## config.mk

```make
export PLATFORM = sky130hd
export DESIGN_NAME = z80_incdec_rmw_seq
export DESIGN_NICKNAME = d
export VERILOG_FILES = /design/src/rtl/z80_incdec_rmw_seq.sv
export SDC_FILE = /design/constraint.sdc
export NUM_CORES = 1
export LEC_CHECK = 0
export CAP_MARGIN = 15
export CORE_MARGIN = 3
export CORE_UTILIZATION = 25
export CTS_CLUSTER_SIZE = 28
export DETAILED_ROUTE_END_ITERATION = 16
export PLACE_DENSITY = 0.51
export SLEW_MARGIN = 20
export SYNTH_ARGS = -nofsm -noshare
export SYNTH_HDL_FRONTEND = slang
export SYNTH_SLANG_ARGS = --single-unit
```

## constraint.sdc

```tcl
create_clock -name clk -period 3.2 [get_ports clk]
set_input_delay 0.48 -clock clk [delete_from_list [all_inputs] [get_ports clk]]
set_output_delay 0.48 -clock clk [all_outputs]
set_load 0.005 [all_outputs]
```

## src/rtl/z80_incdec_rmw_seq.sv

```systemverilog
// Execution sequencer for INC/DEC r and INC/DEC (HL): one-cycle register
// read-modify-write, or a 4T memory read followed by a 3T memory write.
module z80_incdec_rmw_seq #(
  parameter int ADDR_W = 16,
  parameter int DATA_W = 8
) (
  input  logic              clk,
  input  logic              reset_n,
  input  logic              start,
  input  logic [7:0]        insn,
  input  logic [ADDR_W-1:0] hl,
  input  logic [7:0]        f_in,
  output logic [2:0]        reg_raddr,
  input  logic [DATA_W-1:0] reg_rdata,
  output logic              reg_we,
  output logic [2:0]        reg_waddr,
  output logic [DATA_W-1:0] reg_wdata,
  output logic              f_we,
  output logic [7:0]        f_out,
  output logic [ADDR_W-1:0] mem_addr,
  output logic              mem_mreq,
  output logic              mem_rd,
  output logic              mem_wr,
  output logic [DATA_W-1:0] mem_dout,
  input  logic [DATA_W-1:0] mem_din,
  input  logic              mem_wait,
  output logic              busy,
  output logic              done,
  output logic [4:0]        t_count
);

  typedef enum logic [3:0] {
    S_IDLE, S_EXEC,
    S_RD_T1, S_RD_T2, S_RD_T3, S_RD_T4,
    S_WR_T1, S_WR_T2, S_WR_T3
  } state_t;

  function automatic logic [DATA_W-1:0] inc_dec(input logic [DATA_W-1:0] opnd,
                                                input logic dec);
    return dec ? opnd - DATA_W'(1) : opnd + DATA_W'(1);
  endfunction

  function automatic logic [7:0] calc_flags(input logic [DATA_W-1:0] opnd,
                                            input logic [DATA_W-1:0] res,
                                            input logic dec,
                                            input logic [2:0] fk);
    logic h;
    logic v;
    h = dec ? (opnd[3:0] == 4'h0) : (opnd[3:0] == 4'hF);
    v = dec ? (opnd == {1'b1, {(DATA_W-1){1'b0}}})
            : (opnd == {1'b0, {(DATA_W-1){1'b1}}});
    return {res[DATA_W-1], (res == '0), fk[2], h, fk[1], v, dec, fk[0]};
  endfunction

  function automatic logic [4:0] sat_tcount(input logic [4:0] waits);
    logic [5:0] sum;
    sum = 6'd11 + {1'b0, waits};
    return (sum > 6'd31) ? 5'd31 : sum[4:0];
  endfunction

  state_t              state_q, state_d;
  logic [4:0]          waits_q, waits_d;
  logic [2:0]          r_q, r_d;
  logic                busy_q, busy_d;
  logic                done_q, done_d;
  logic                reg_we_q, reg_we_d;
  logic                f_we_q, f_we_d;
  logic                mreq_q, mreq_d;
  logic                rd_q, rd_d;
  logic                wr_q, wr_d;
  logic [ADDR_W-1:0]   mem_addr_q, mem_addr_d;
  logic [DATA_W-1:0]   mem_dout_q, mem_dout_d;
  logic [4:0]          t_count_q, t_count_d;

  logic [ADDR_W-1:0]   hl_q;
  logic [2:0]          fk_q;
  logic                dec_q;
  logic [DATA_W-1:0]   opnd_q;

  logic                is_incdec;
  logic                accept;
  logic [DATA_W-1:0]   operand;
  logic [DATA_W-1:0]   result;
  logic [7:0]          flags;
  logic                unused_f_in;

  assign is_incdec   = (insn[7:6] == 2'b00) && (insn[2:1] == 2'b10);
  assign accept      = (state_q == S_IDLE) && start && is_incdec;
  assign unused_f_in = ^{f_in[7:6], f_in[4], f_in[2:1]};

  // Register forms take the operand straight from the register file in EXEC.
  assign operand = (state_q == S_EXEC) ? reg_rdata : opnd_q;
  assign result  = inc_dec(operand, dec_q);
  assign flags   = calc_flags(operand, result, dec_q, fk_q);

  always_comb begin
    state_d = state_q;
    unique case (state_q)
      S_IDLE:  if (accept) state_d = (insn[5:3] == 3'd6) ? S_RD_T1 : S_EXEC;
      S_EXEC:  state_d = S_IDLE;
      S_RD_T1: state_d = S_RD_T2;
      S_RD_T2: if (!mem_wait) state_d = S_RD_T3;
      S_RD_T3: state_d = S_RD_T4;
      S_RD_T4: state_d = S_WR_T1;
      S_WR_T1: state_d = S_WR_T2;
      S_WR_T2: if (!mem_wait) state_d = S_WR_T3;
      S_WR_T3: state_d = S_IDLE;
      default: state_d = S_IDLE;
    endcase

    waits_d = waits_q;
    if (accept) begin
      waits_d = '0;
    end else if ((state_q == S_RD_T2 || state_q == S_WR_T2) && mem_wait &&
                 (waits_q != 5'd31)) begin
      waits_d = waits_q + 5'd1;
    end

    r_d      = accept ? insn[5:3] : r_q;
    busy_d   = (state_d != S_IDLE);
    done_d   = (state_d == S_EXEC) || (state_d == S_WR_T3);
    reg_we_d = (state_d == S_EXEC);
    f_we_d   = done_d;
    rd_d     = state_d inside {S_RD_T1, S_RD_T2, S_RD_T3};
    wr_d     = state_d inside {S_WR_T2, S_WR_T3};
    mreq_d   = rd_d || (state_d inside {S_WR_T1, S_WR_T2, S_WR_T3});

    // Address stays on the bus for the whole M2/M3 window, T4 included.
    mem_addr_d = '0;
    if (state_d inside {S_RD_T1, S_RD_T2, S_RD_T3, S_RD_T4, S_WR_T1, S_WR_T2, S_WR_T3})
      mem_addr_d = accept ? hl : hl_q;
    mem_dout_d = (state_d inside {S_WR_T1, S_WR_T2, S_WR_T3}) ? result : '0;

    t_count_d = 5'd0;
    if (state_d == S_EXEC)       t_count_d = 5'd4;
    else if (state_d == S_WR_T3) t_count_d = sat_tcount(waits_q);
  end

  always_ff @(posedge clk or negedge reset_n) begin
    if (!reset_n) begin
      state_q    <= S_IDLE;
      waits_q    <= '0;
      r_q        <= '0;
      busy_q     <= 1'b0;
      done_q     <= 1'b0;
      reg_we_q   <= 1'b0;
      f_we_q     <= 1'b0;
      mreq_q     <= 1'b0;
      rd_q       <= 1'b0;
      wr_q       <= 1'b0;
      mem_addr_q <= '0;
      mem_dout_q <= '0;
      t_count_q  <= '0;
    end else begin
      state_q    <= state_d;
      waits_q    <= waits_d;
      r_q        <= r_d;
      busy_q     <= busy_d;
      done_q     <= done_d;
      reg_we_q   <= reg_we_d;
      f_we_q     <= f_we_d;
      mreq_q     <= mreq_d;
      rd_q       <= rd_d;
      wr_q       <= wr_d;
      mem_addr_q <= mem_addr_d;
      mem_dout_q <= mem_dout_d;
      t_count_q  <= t_count_d;
    end
  end

  // Operand snapshot: only meaningful while the matching strobe is high.
  always_ff @(posedge clk) begin
    if (accept) begin
      hl_q  <= hl;
      fk_q  <= {f_in[5], f_in[3], f_in[0]};
      dec_q <= insn[0];
    end
    if (state_q == S_RD_T3) opnd_q <= mem_din;
  end

  assign reg_raddr = r_q;
  assign reg_waddr = r_q;
  assign reg_we    = reg_we_q;
  assign reg_wdata = reg_we_q ? result : '0;
  assign f_we      = f_we_q;
  assign f_out     = f_we_q ? flags : 8'h00;
  assign mem_addr  = mem_addr_q;
  assign mem_mreq  = mreq_q;
  assign mem_rd    = rd_q;
  assign mem_wr    = wr_q;
  assign mem_dout  = mem_dout_q;
  assign busy      = busy_q;
  assign done      = done_q;
  assign t_count   = t_count_q;

endmodule
```

# After elaboration in Yosys (flattened, before gate mapping)
# Cells that the tools add are included.
# classes
addsub,4
mux,19
n_eq_ne,21
multipliers,0
order_cmp,1
n_reduce_logical,18
div,0
bitwise,0
n_shift,0
# ops
operator,count
8-bit 2-to-1 mux,5
4-bit by 3-bit == test with 1-bit output (second input constant),8
16-bit 2-to-1 mux,2
4-bit one-hot mux with 7 select lines,1
5-bit 2-to-1 mux,5
4-bit by 2-bit == test with 1-bit output (second input constant),4
4-bit 2-to-1 mux,3
8-bit by 1-bit adder with 8-bit output (second input constant),1
4-bit by 1-bit == test with 1-bit output (second input constant),2
4-bit == test (second input constant),2
8-bit by 7-bit == test with 1-bit output (second input constant),1
8-bit == test (second input constant),1
4-bit logical NOT,2
8-bit logical NOT,1
8-bit by 1-bit subtractor with 8-bit output (second input constant),1
7-bit nonzero test,1
4-bit by 5-bit adder with 6-bit output (first input constant),1
6-bit by 5-bit > comparator with 1-bit output (second input constant),1
3-bit nonzero test,2
5-bit by 1-bit adder with 5-bit output (second input constant),1
1-bit logical AND,5
5-bit != test (second input constant),1
2-bit nonzero test,2
4-bit nonzero test,1
other kinds (6),9
# word_totals
mem_bits_ro,0
input_bits,52
n_memories,0
latchBits,0
out_inout_bits,58
reg_bits,75
elab_cells,79
mem_bits_rw,0

# Longest topological paths before layout
# Gate-level depths: netlist (run 1).
# logic_depth
ltp_word,8
ltp_mapped,11
mapped_depth_nobuf,9

# Least setup slack after synthesis (run 1)
# OpenSTA, ideal clock, no wires.
# synth_timing
kind,reg2out
from,reg state_q[2]
to,out reg_wdata[6]
setup_slack_ps,28
stages_incl_launch_ff,10
path_buffers,1
arrival_ps,2692
t_required_ps,2720
path_cell_list,dfrtp_1 -> nor4b_4 -> buf_6 -> mux2_2 -> ha_1 -> nor2b_1 -> o21a_1 -> o21a_1 -> o311ai_1 -> and2_1
# synth_between
elab_chain_cells,5
elab_cells_between_ends,6
cone_classes,2 x add/sub; 1 x eq/ne; 3 x mux
# synth_lines
item,line_no,source
"start, declared",61,"state_t state_q, state_d;"
"start signal, assigned",155,state_q <= state_d;
4-bit by 1-bit == test with 1-bit output (*),92,assign operand = (state_q == S_EXEC) ? reg_rdata : opnd_q;
8-bit 2-to-1 mux (*),92,
8-bit by 1-bit adder with 8-bit output or 8-bit by 1-bit subtractor with 8-bit output (tied branches),40,return dec ? opnd - DATA_W'(1) : opnd + DATA_W'(1);
8-bit 2-to-1 mux (*),40,
8-bit 2-to-1 mux (*),184,assign reg_wdata = reg_we_q ? result : '0;
"end, declared",17,"output logic [DATA_W-1:0] reg_wdata,"
# Mark *: on every way between the ends. The rest lies on a longest branch, timed or not.

# Worst setup path in the final report (run 1)
# layout_timing
from,reg state_q[3]
to,out f_out[6]
# layout_between
elab_chain_cells,6
elab_cells_between_ends,7
cone_classes,2 x add/sub; 1 x eq/ne; 3 x mux; 1 x reduce/logical
# layout_lines
item,line_no,source
4-bit by 1-bit == test with 1-bit output (*),92,
8-bit 2-to-1 mux (*),92,
8-bit by 1-bit adder with 8-bit output or 8-bit by 1-bit subtractor with 8-bit output (tied branches),40,
8-bit 2-to-1 mux (*),40,
8-bit logical NOT (*),52,"return {res[DATA_W-1], (res == '0), fk[2], h, fk[1], v, dec, fk[0]};"
8-bit 2-to-1 mux (*),186,assign f_out = f_we_q ? flags : 8'h00;
"end, declared",19,"output logic [7:0] f_out,"
# Marks and branches as above.

==> impl_metrics.csv, run 1 <==
group,metric,value,unit
logic_synthesis,syn-num-nets,381,
global_routing,gr-usage-all-layers,0.126,
floorplan,coreArea,12900,um^2
global_routing,grt_start_max_net_pins,34,
logic_synthesis,yosysMostFrequentCell,"nand2_1",
setup_path,rrSetupSlack,260,ps
route,vias_per_cell,4.32,
logic_synthesis,synth_edf_count,12,
route,postRouteAntennaNets,0,
placement,preCtsSetupSlack,-455,ps
setup_path,arrival,3120,ps
logic_synthesis,ys_async_sr_fraction,0.627,
run_status,outcome,"complete, but fails checks",
logic_synthesis,synth-seq-area-share,0.552,
global_routing,antenna_found_initial,0,
setup_path,endpoint_kind,"output pin",
clock_tree,cts-root-buf,"clkbuf_16",
logic_synthesis,syn_avg_cell_area,10.6,um^2
cells_and_area,nNetsFinal,532,
logic_synthesis,synth_top_area_cell,"dfrtp_1",
clock_tree,cts_tree,"done",
clock_tree,cts_num_sinks,75,
logic_synthesis,synth_top_area_frac,0.349,
clock_tree,numCtsBuffers,9,
floorplan,initial_utilization,0.261,
global_routing,grt_pass1_wl,14300,um
sta,slew_violations,0,
flow_run,cap_violations,0,
setup_path,worstPathMaxFanout,4,
placement,port_buffers,104,
logic_synthesis,ys_top_cells_by_count,"64 x nand2_1, 47 x dfrtp_1, 24 x nor2_1, 19 x nor2b_1, 16 x dfxtp_1",
placement,dp.cells,622,
global_routing,grt_pass1_vias,2909,
logic_synthesis,yosys.cell_types.count,54,
floorplan,die_h,122,um
placement,dpl.hpwl,6650,um
run_status,violations,"setup timing",
route,vias,2789,
sta,rsz0062_at_grt,"true",
floorplan,die_w,122,um
route,drt-total-wl,8880,um
clock_tree,cts_htree_levels,3,
logic_synthesis,yosys-top-cells-area,"dfrtp_1 35%, edfxtp_1 11%, dfxtp_1 9.5%, nand2_1 7.1%, ha_1 3.7%",
clock_tree,path_clk_slew,60,ps
setup_path,slowest_stage,"dfrtp_1",
floorplan,io_pins,110,
clock_tree,clockBufferDepth,2,
cells_and_area,fin_util,0.415,
sta,max_freq,278,MHz
route,drt-pass1-iter-count,4,
cells_and_area,fin_area,5340,um^2
sta,period_share,1.13,
pwr,power.density,804,nW/um^2
cells_and_area,drive_gt1_frac,0.249,
route,wl_per_cell,13.7,um
route,drc,0,
cells_and_area,fin_cells,646,
cells_and_area,areaGrowthSynthToFinish,58.7,%
setup_path,path_cells,"nor4b_4, buf_4, buf_6, mux2_4, ha_4, nand3_1, mux2_4, o211ai_4, xnor2_2, buf_4, nor4_2, buf_2",
clock_tree,hold_buffers,0,
sta,fin_ws,-401,ps
route,initialDrtViolationCount,84,
clock_tree,clk_latency,340,ps
placement,gp_congestion,0.791,
logic_synthesis,yosys_register_bits,75,
logic_synthesis,synthFlopType,"dfrtp_1",
sta,min_period,3600,ps
global_routing,grt-ovfl-total,0,
sta,hold_violations,0,
setup_path,required,2720,ps
sta,finClkSkew,8.07,ps
worst_hold_path,hold_path_class,"in -> async",
sta,whs,197,ps
pwr,ir_drop,0.333,mV
floorplan,die-area,14900,um^2
floorplan,rows,41,
logic_synthesis,ys_warn_count,0,
logic_synthesis,synth_area,3370,um^2
setup_path,cp-start-kind,"flip-flop",
logic_synthesis,synth_cells,318,
placement,placed_area,4840,um^2
setup_path,path_class,"reg -> out",
pwr,leakage,2.37,nW
sta,tightest_slew,722,ps
sta,slew_headroom,0.519,
setup_path,slowest_delay,410,ps
cells_and_area,diodes,0,
sta,setup_viol,8,
==> power by group <==
| part | internal (mW) | total (mW) | leakage [nW] | switching [mW] |
|---|---|---|---|---|
| logic | 1.11 | 1.96 | 1.37 | 0.851 |
| registers | 1.25 | 1.39 | 0.864 | 0.138 |
| clock network | 0.529 | 0.940 | 0.140 | 0.411 |
| total | 2.89 | 4.29 | 2.37 | 1.40 |
==> flip-flops by register name, summed over array words and instances (netlist names) <==
register	flops
reg_raddr	3
mem_rd	1
dec_q	1
mem_wr	1
hl_q	16
mem_mreq	1
waits_q	5
busy	1
t_count	5
mem_dout	8
fk_q	3
state_q	4
opnd_q	8
reg_we	1
f_we	1
mem_addr	16
==> stage by stage <==
stage | power [mW] | TNS, ps
2_1_floorplan | 2.28 | 0
3_3_place_gp | 3.11 | -2680
3_5_place_dp | 3.14 | -2920
4_1_cts | 4.32 | -2420
5_1_grt | 4.61 | -2790
6_report | 4.29 | -1680
==> path summary, 6_finish.rpt <==
check / start / to / cells past startpoint
worst min-delay path: reset_n / mem_dout[2]$_DFF_PN0_ / 1
max in group asynchronous: reset_n / mem_addr[6]$_DFF_PN0_ / 2
min in group clk: hl_q[10]$_DFF_P_ / hl_q[10]$_DFF_P_ / 2
worst min register to register: hl_q[10]$_DFF_P_ / hl_q[10]$_DFF_P_ / 2
worst max-delay path: state_q[3]$_DFF_PN0_ / f_out[6] / 12
worst max register to register: state_q[3]$_DFF_PN0_ / mem_dout[7]$_DFF_PN0_ / 14
==> cell usage in the layout (no fill, tap or decap), drive strengths merged, types with 7 or more instances in the layout <==
cell type | netlist | routed
nor2 | 24 | 24
inv | 12 | 14
nand2 | 64 | 64
dfrtp | 47 | 47
dfxtp | 16 | 16
clkbuf | 3 | 9
o21ai | 8 | 8
clkdlybuf4s50 | 0 | 92
and2 | 7 | 7
edfxtp | 12 | 12
nor3 | 9 | 9
buf | 11 | 60
nor2b | 19 | 19
a21oi | 9 | 9
ha | 10 | 10
==> kinds of logic (layout without fill, tap and decap cells) <==
group           after synthesis  in the layout  synth area share
fa+ha+maj                    11             11            0.0431
compound gates               36             36            0.0755
buf+inv                      26            182            0.0398
mux                          12             12            0.0439
simple gates                148            148             0.218
flops                        75             75             0.552
xor+xnor                     10             10            0.0283
==> final cells by class <==
| class | count | area, um^2 |
|---|---|---|
| timing repair buffer | 154 | 1390 |
| sequential | 75 | 1860 |
| fill | 1264 | 7530 |
| clock buffer | 9 | 225 |
| multi-input combinational | 217 | 1560 |
| inverter | 12 | 45.0 |
| clock inverter | 7 | 51.3 |
| tap | 172 | 215 |
==> critical path, delay by kind of cell (launching register included) <==
kind,cells,cell delay [ps]
compound gates,1,230
xor+xnor,1,100
fa+ha+maj,1,290
buf+inv,4,590
flops,1,410
mux,2,620
simple gates,3,540
==> per-layer routing <==
metal | track usage | part of all wire
met3 | 0.0525 | 0.069
met5 | 0 | 0
met2 | 0.209 | 0.49
met1 | 0.145 | 0.42
met4 | 0.0490 | 0.017
==> repair_timing <==
item / in CTS / in global routing
setup buffers: 8 / 2
gates resized for setup: 67 / 7
endpoints found under the setup margin: 11 / 11
pin swaps: 15 / 10
Note: power is estimated with default switching activity, not from simulation.
==> inputs of run 2 (changes only) <==
Settings changed: REMOVE_ABC_BUFFERS set to 1, SKIP_CTS_REPAIR_TIMING set to 1.
==> impl_metrics.csv, run 2 (synthesis results as in run 1) <==
group,metric,value,unit
placement,dpl.hpwl,6610,um
run_status,violations,"setup timing",
clock_tree,cts_num_sinks,75,
setup_path,rr_worst_depth,12,
clock_tree,clockBufferDepth,2,
sta,rsz0062_at_grt,"true",
cells_and_area,drive_gt1_frac,0.239,
floorplan,die_w,122,um
setup_path,slowest_stage,"dfrtp_1",
pwr,p_int,3.02,mW
global_routing,grt_pass1_wl,14200,um
route,initialDrtViolationCount,80,
cells_and_area,mostFrequentLayoutCells,"92 x clkdlybuf4s50_1, 64 x nand2_1, 47 x dfrtp_1",
sta,slew_violations,0,
sta,min_period,3590,ps
clock_tree,cts-root-buf,"clkbuf_16",
setup_path,path_cells,"nor4b_4, buf_6, mux2_4, ha_4, buf_6, nand4_1, buf_4, o211ai_4, xnor2_2, buf_4, nor4_4, buf_2",
pwr,power_frac_comb,0.444,
sta,period_share,1.12,
run_status,outcome,"complete, but fails checks",
setup_path,endpoint_kind,"output pin",
cells_and_area,final_common_cell,"clkdlybuf4s50_1",
global_routing,grt_pass1_vias,2761,
setup_path,crit_start,"state_q[1]$_DFF_PN0_",
pwr,switching_power,1.39,mW
route,postRouteAntennaNets,0,
pwr,ir_drop,0.307,mV
route,wl_per_cell,14.1,um
placement,port_buffers,104,
cells_and_area,diodes,0,
sta,slew_headroom,0.551,
global_routing,grt_start_max_net_pins,48,
floorplan,coreArea,12900,um^2
floorplan,die_h,122,um
clock_tree,cts_htree_levels,3,
global_routing,antenna_found_initial,0,
clock_tree,numCtsBuffers,9,
clock_tree,path_clk_slew,60,ps
setup_path,slowest_delay,410,ps
global_routing,gr-usage-all-layers,0.125,
setup_path,arrival,3110,ps
worst_hold_path,hold_path_class,"in -> async",
pwr,power.density,811,nW/um^2
clock_tree,cts_tree,"done",
global_routing,grt-ovfl-total,0,
setup_path,r2r-end,"mem_dout[7]$_DFF_PN0_",
sta,fin_ws,-393,ps
pwr,seqPwrFrac,0.316,
setup_path,worstPathMaxFanout,6,
cells_and_area,fin_util,0.422,
sta,whs,248,ps
placement,gp_congestion,0.793,
clock_tree,clk_latency,330,ps
floorplan,die-area,14900,um^2
setup_path,worst-path-stages,12,
setup_path,crit-reg2reg-launch,"state_q[1]$_DFF_PN0_",
setup_path,required,2720,ps
setup_path,crit_buf_inv,5,
pwr,leakage,2.49,nW
setup_path,endpoint,"f_out[6]",
cells_and_area,areaGrowthSynthToFinish,61.3,%
route,drt-total-wl,9110,um
floorplan,rows,41,
route,vias,2763,
sta,setup_viol,7,
pwr,netSwitchingFraction,0.315,
route,drt-pass1-iter-count,6,
cells_and_area,nNetsFinal,534,
sta,finClkSkew,4.29,ps
route,drc,0,
setup_path,cpLargestDelayFamily,"buffers and inverters",
route,vias_per_cell,4.26,
flow_run,cap_violations,0,
setup_path,cp-start-kind,"flip-flop",
pwr,p_clk_frac,0.239,
floorplan,io_pins,110,
floorplan,initial_utilization,0.261,
setup_path,rrSetupSlack,440,ps
sta,max_freq,278,MHz
pwr,p_total,4.40,mW
sta,tightest_slew,673,ps
sta,hold_violations,0,
setup_path,path_class,"reg -> out",
==> run 2: area by class of cell <==
type                    count  area [um^2]
fillers                  1287         7450
multi-input cells         217         1560
flip-flops and latches     75         1860
inverters                  12         45.0
clock inverters             4         46.3
repair buffers            156         1440
well taps                 172          215
clock buffers              12          267
==> run 2: how the worst min path moves through the flow <==
stage	startpoint	to	slack, ps
final	reset_n	t_count[0]$_DFF_PN0_	250
after global routing	reset_n	t_count[0]$_DFF_PN0_	320
after CTS	reset_n	t_count[0]$_DFF_PN0_	280
after detailed placement	hl_q[12]$_DFF_P_	hl_q[12]$_DFF_P_	430
after global placement	hl_q[3]$_DFF_P_	hl_q[3]$_DFF_P_	420
after floorplan	reset_n	busy$_DFF_PN0_	180
==> run 2: through the flow <==
step,cell area [um^2],cells,worst slack (ps),setup TNS (ps)
6_report,5430,648,-393,-1390
5_1_grt,5430,648,-512,-2310
4_1_cts,5160,638,-854,-5920
3_5_place_dp,4840,622,-472,-2490
3_3_place_gp,4840,622,-435,-2290
2_1_floorplan,3280,304,-287,-676
==> run 2: routing by layer <==
metal / vias to the layer above / global-route usage / share of wire
met5: - / 0 / 0
met1: 1302 / 0.158 / 0.45
met3: 9 / 0.0367 / 0.064
met4: 0 / 0.0518 / 0.014
met2: 77 / 0.199 / 0.48
li1: 1375 / - / -
==> run 2: power groups by stage <==
stage	logic [mW]	registers (mW)	clock network, mW
after floorplan	0.786	1.43	0
after global placement	1.67	1.41	0
after detailed placement	1.70	1.41	0
after CTS	1.71	1.39	1.09
after global routing	2.14	1.43	1.13
final	1.96	1.39	1.05
==> inputs of run 3 (changes only) <==
Settings changed: CORE_MARGIN 3 to unset.
==> impl_metrics.csv, run 3 (synthesis results as in run 1) <==
group,metric,value,unit
global_routing,grt_pass1_wl,13800,um
placement,placed_area,4860,um^2
sta,rsz0062_at_grt,"true",
sta,slew_violations,0,
clock_tree,cts-root-buf,"clkbuf_16",
global_routing,grt_pass1_vias,2751,
cells_and_area,final_common_cell,"clkdlybuf4s50_1",
global_routing,grt_start_max_net_pins,30,
pwr,switching_power,1.37,mW
route,drt-total-wl,8580,um
sta,setup_viol,7,
pwr,leakage,2.45,nW
pwr,ir_drop,0.320,mV
route,wl_per_cell,13.3,um
floorplan,die_w,118,um
run_status,violations,"setup timing",
clock_tree,path_clk_slew,60,ps
clock_tree,clockBufferDepth,2,
clock_tree,cts_tree,"done",
setup_path,worstPathMaxFanout,6,
sta,min_period,3540,ps
clock_tree,cts_htree_levels,3,
sta,period_share,1.11,
global_routing,grt-ovfl-total,0,
placement,gp_congestion,0.843,
sta,hold_violations,0,
setup_path,path_class,"reg -> out",
setup_path,cp-start-kind,"flip-flop",
pwr,p_total,4.32,mW
flow_run,cap_violations,0,
route,drt-pass1-iter-count,4,
setup_path,slowest_delay,410,ps
setup_path,required,2720,ps
sta,fin_ws,-344,ps
floorplan,io_pins,110,
pwr,power_frac_comb,0.434,
global_routing,gr-usage-all-layers,0.130,
pwr,p_int,2.95,mW
floorplan,die-area,13900,um^2
floorplan,die_h,118,um
setup_path,slowest_stage,"dfrtp_1",
cells_and_area,nNetsFinal,528,
sta,finClkSkew,6.68,ps
floorplan,rows,42,
setup_path,arrival,3060,ps
floorplan,initial_utilization,0.255,
cells_and_area,mostFrequentLayoutCells,"92 x clkdlybuf4s50_1, 64 x nand2_1, 47 x dfrtp_1",
route,vias_per_cell,4.20,
route,postRouteAntennaNets,0,
run_status,outcome,"complete, but fails checks",
sta,tightest_slew,657,ps
pwr,p_clk_frac,0.244,
placement,dpl.hpwl,6210,um
global_routing,antenna_found_initial,0,
pwr,netSwitchingFraction,0.317,
route,initialDrtViolationCount,111,
route,vias,2712,
sta,max_freq,282,MHz
clock_tree,clk_latency,340,ps
cells_and_area,areaGrowthSynthToFinish,59.8,%
cells_and_area,fin_area,5380,um^2
setup_path,path_cells,"nor4b_4, buf_6, mux2_4, ha_4, nand3_1, mux2_4, o211ai_4, xnor2_2, buf_4, nor4_2, buf_2",
setup_path,endpoint_kind,"output pin",
cells_and_area,drive_gt1_frac,0.228,
pwr,seqPwrFrac,0.322,
clock_tree,numCtsBuffers,9,
floorplan,coreArea,13200,um^2
cells_and_area,diodes,0,
setup_path,worst_path_most_repeated_cell,"mux2_4",
pwr,power.density,802,nW/um^2
placement,port_buffers,104,
cells_and_area,num-fill-cells,1278,
sta,slew_headroom,0.562,
route,drc,0,
worst_hold_path,hold_path_class,"in -> async",
clock_tree,cts_num_sinks,75,
## run 3: changes by cell type in the layout (fill, tap and decap cells not counted), moves of 2 or more
cell / previous run / this run
clkbuf_8: 3 / 0
buf_4: 44 / 39
nor3_2: 1 / 3
clkinv_4: 0 / 2
## run 3: layer usage
metal | global-route usage | vias to the layer above | share of wire
li1 | - | 1359 | -
met1 | 0.156 | 1261 | 0.46
met2 | 0.209 | 80 | 0.47
met3 | 0.0412 | 12 | 0.051
met4 | 0.0625 | 0 | 0.024
met5 | 0 | - | 0
## run 3: final cells by class
cell class | count | area, um^2 | share of cell area
timing repair buffer | 150 | 1410 | 0.261
clock buffer | 11 | 254 | 0.0472
multi-input combinational | 217 | 1540 | 0.286
clock inverter | 5 | 60.1 | 0.0112
tap | 176 | 220 | 0.0409
sequential | 75 | 1860 | 0.345
inverter | 12 | 45.0 | 0.00837
## run 3: through the flow
step	hold slack (ps)	utilization	setup TNS, ps	worst slack, ps	cells
global placement	420	0.367	-2400	-455	625
CTS	102	0.392	-5960	-811	642
finish	94.8	0.408	-1170	-344	646
floorplan	184	-	-676	-287	304
detailed placement	426	0.369	-2490	-420	626
global route	128	0.408	-2020	-454	646
## run 3: final timing paths
check	start	to	slack [ps]	cells past startpoint
worst max-delay path	state_q[1]$_DFF_PN0_	f_out[6]	-340	11
worst min-delay path	reset_n	t_count[1]$_DFF_PN0_	90	1
worst max register to register	state_q[1]$_DFF_PN0_	mem_dout[7]$_DFF_PN0_	590	10
worst min register to register	hl_q[13]$_DFF_P_	hl_q[13]$_DFF_P_	440	2
max in group asynchronous	reset_n	mem_addr[7]$_DFF_PN0_	2570	2
min in group clk	hl_q[13]$_DFF_P_	hl_q[13]$_DFF_P_	440	2
## run 3: worst max-delay path, delay by kind of cell, from the launching register on
| family | cells | cell delay, ps |
|---|---|---|
| fa+ha+maj | 1 | 280 |
| buf+inv | 3 | 470 |
| simple gates | 3 | 590 |
| mux | 2 | 650 |
| compound gates | 1 | 220 |
| flops | 1 | 410 |
| xor+xnor | 1 | 90 |
## run 3: power groups by stage
stage,logic (mW),registers [mW],clock network (mW)
floorplan,0.786,1.43,0
global placement,1.66,1.40,0
detailed placement,1.69,1.41,0
CTS,1.70,1.39,1.10
global route,2.06,1.43,1.12
finish,1.87,1.39,1.05
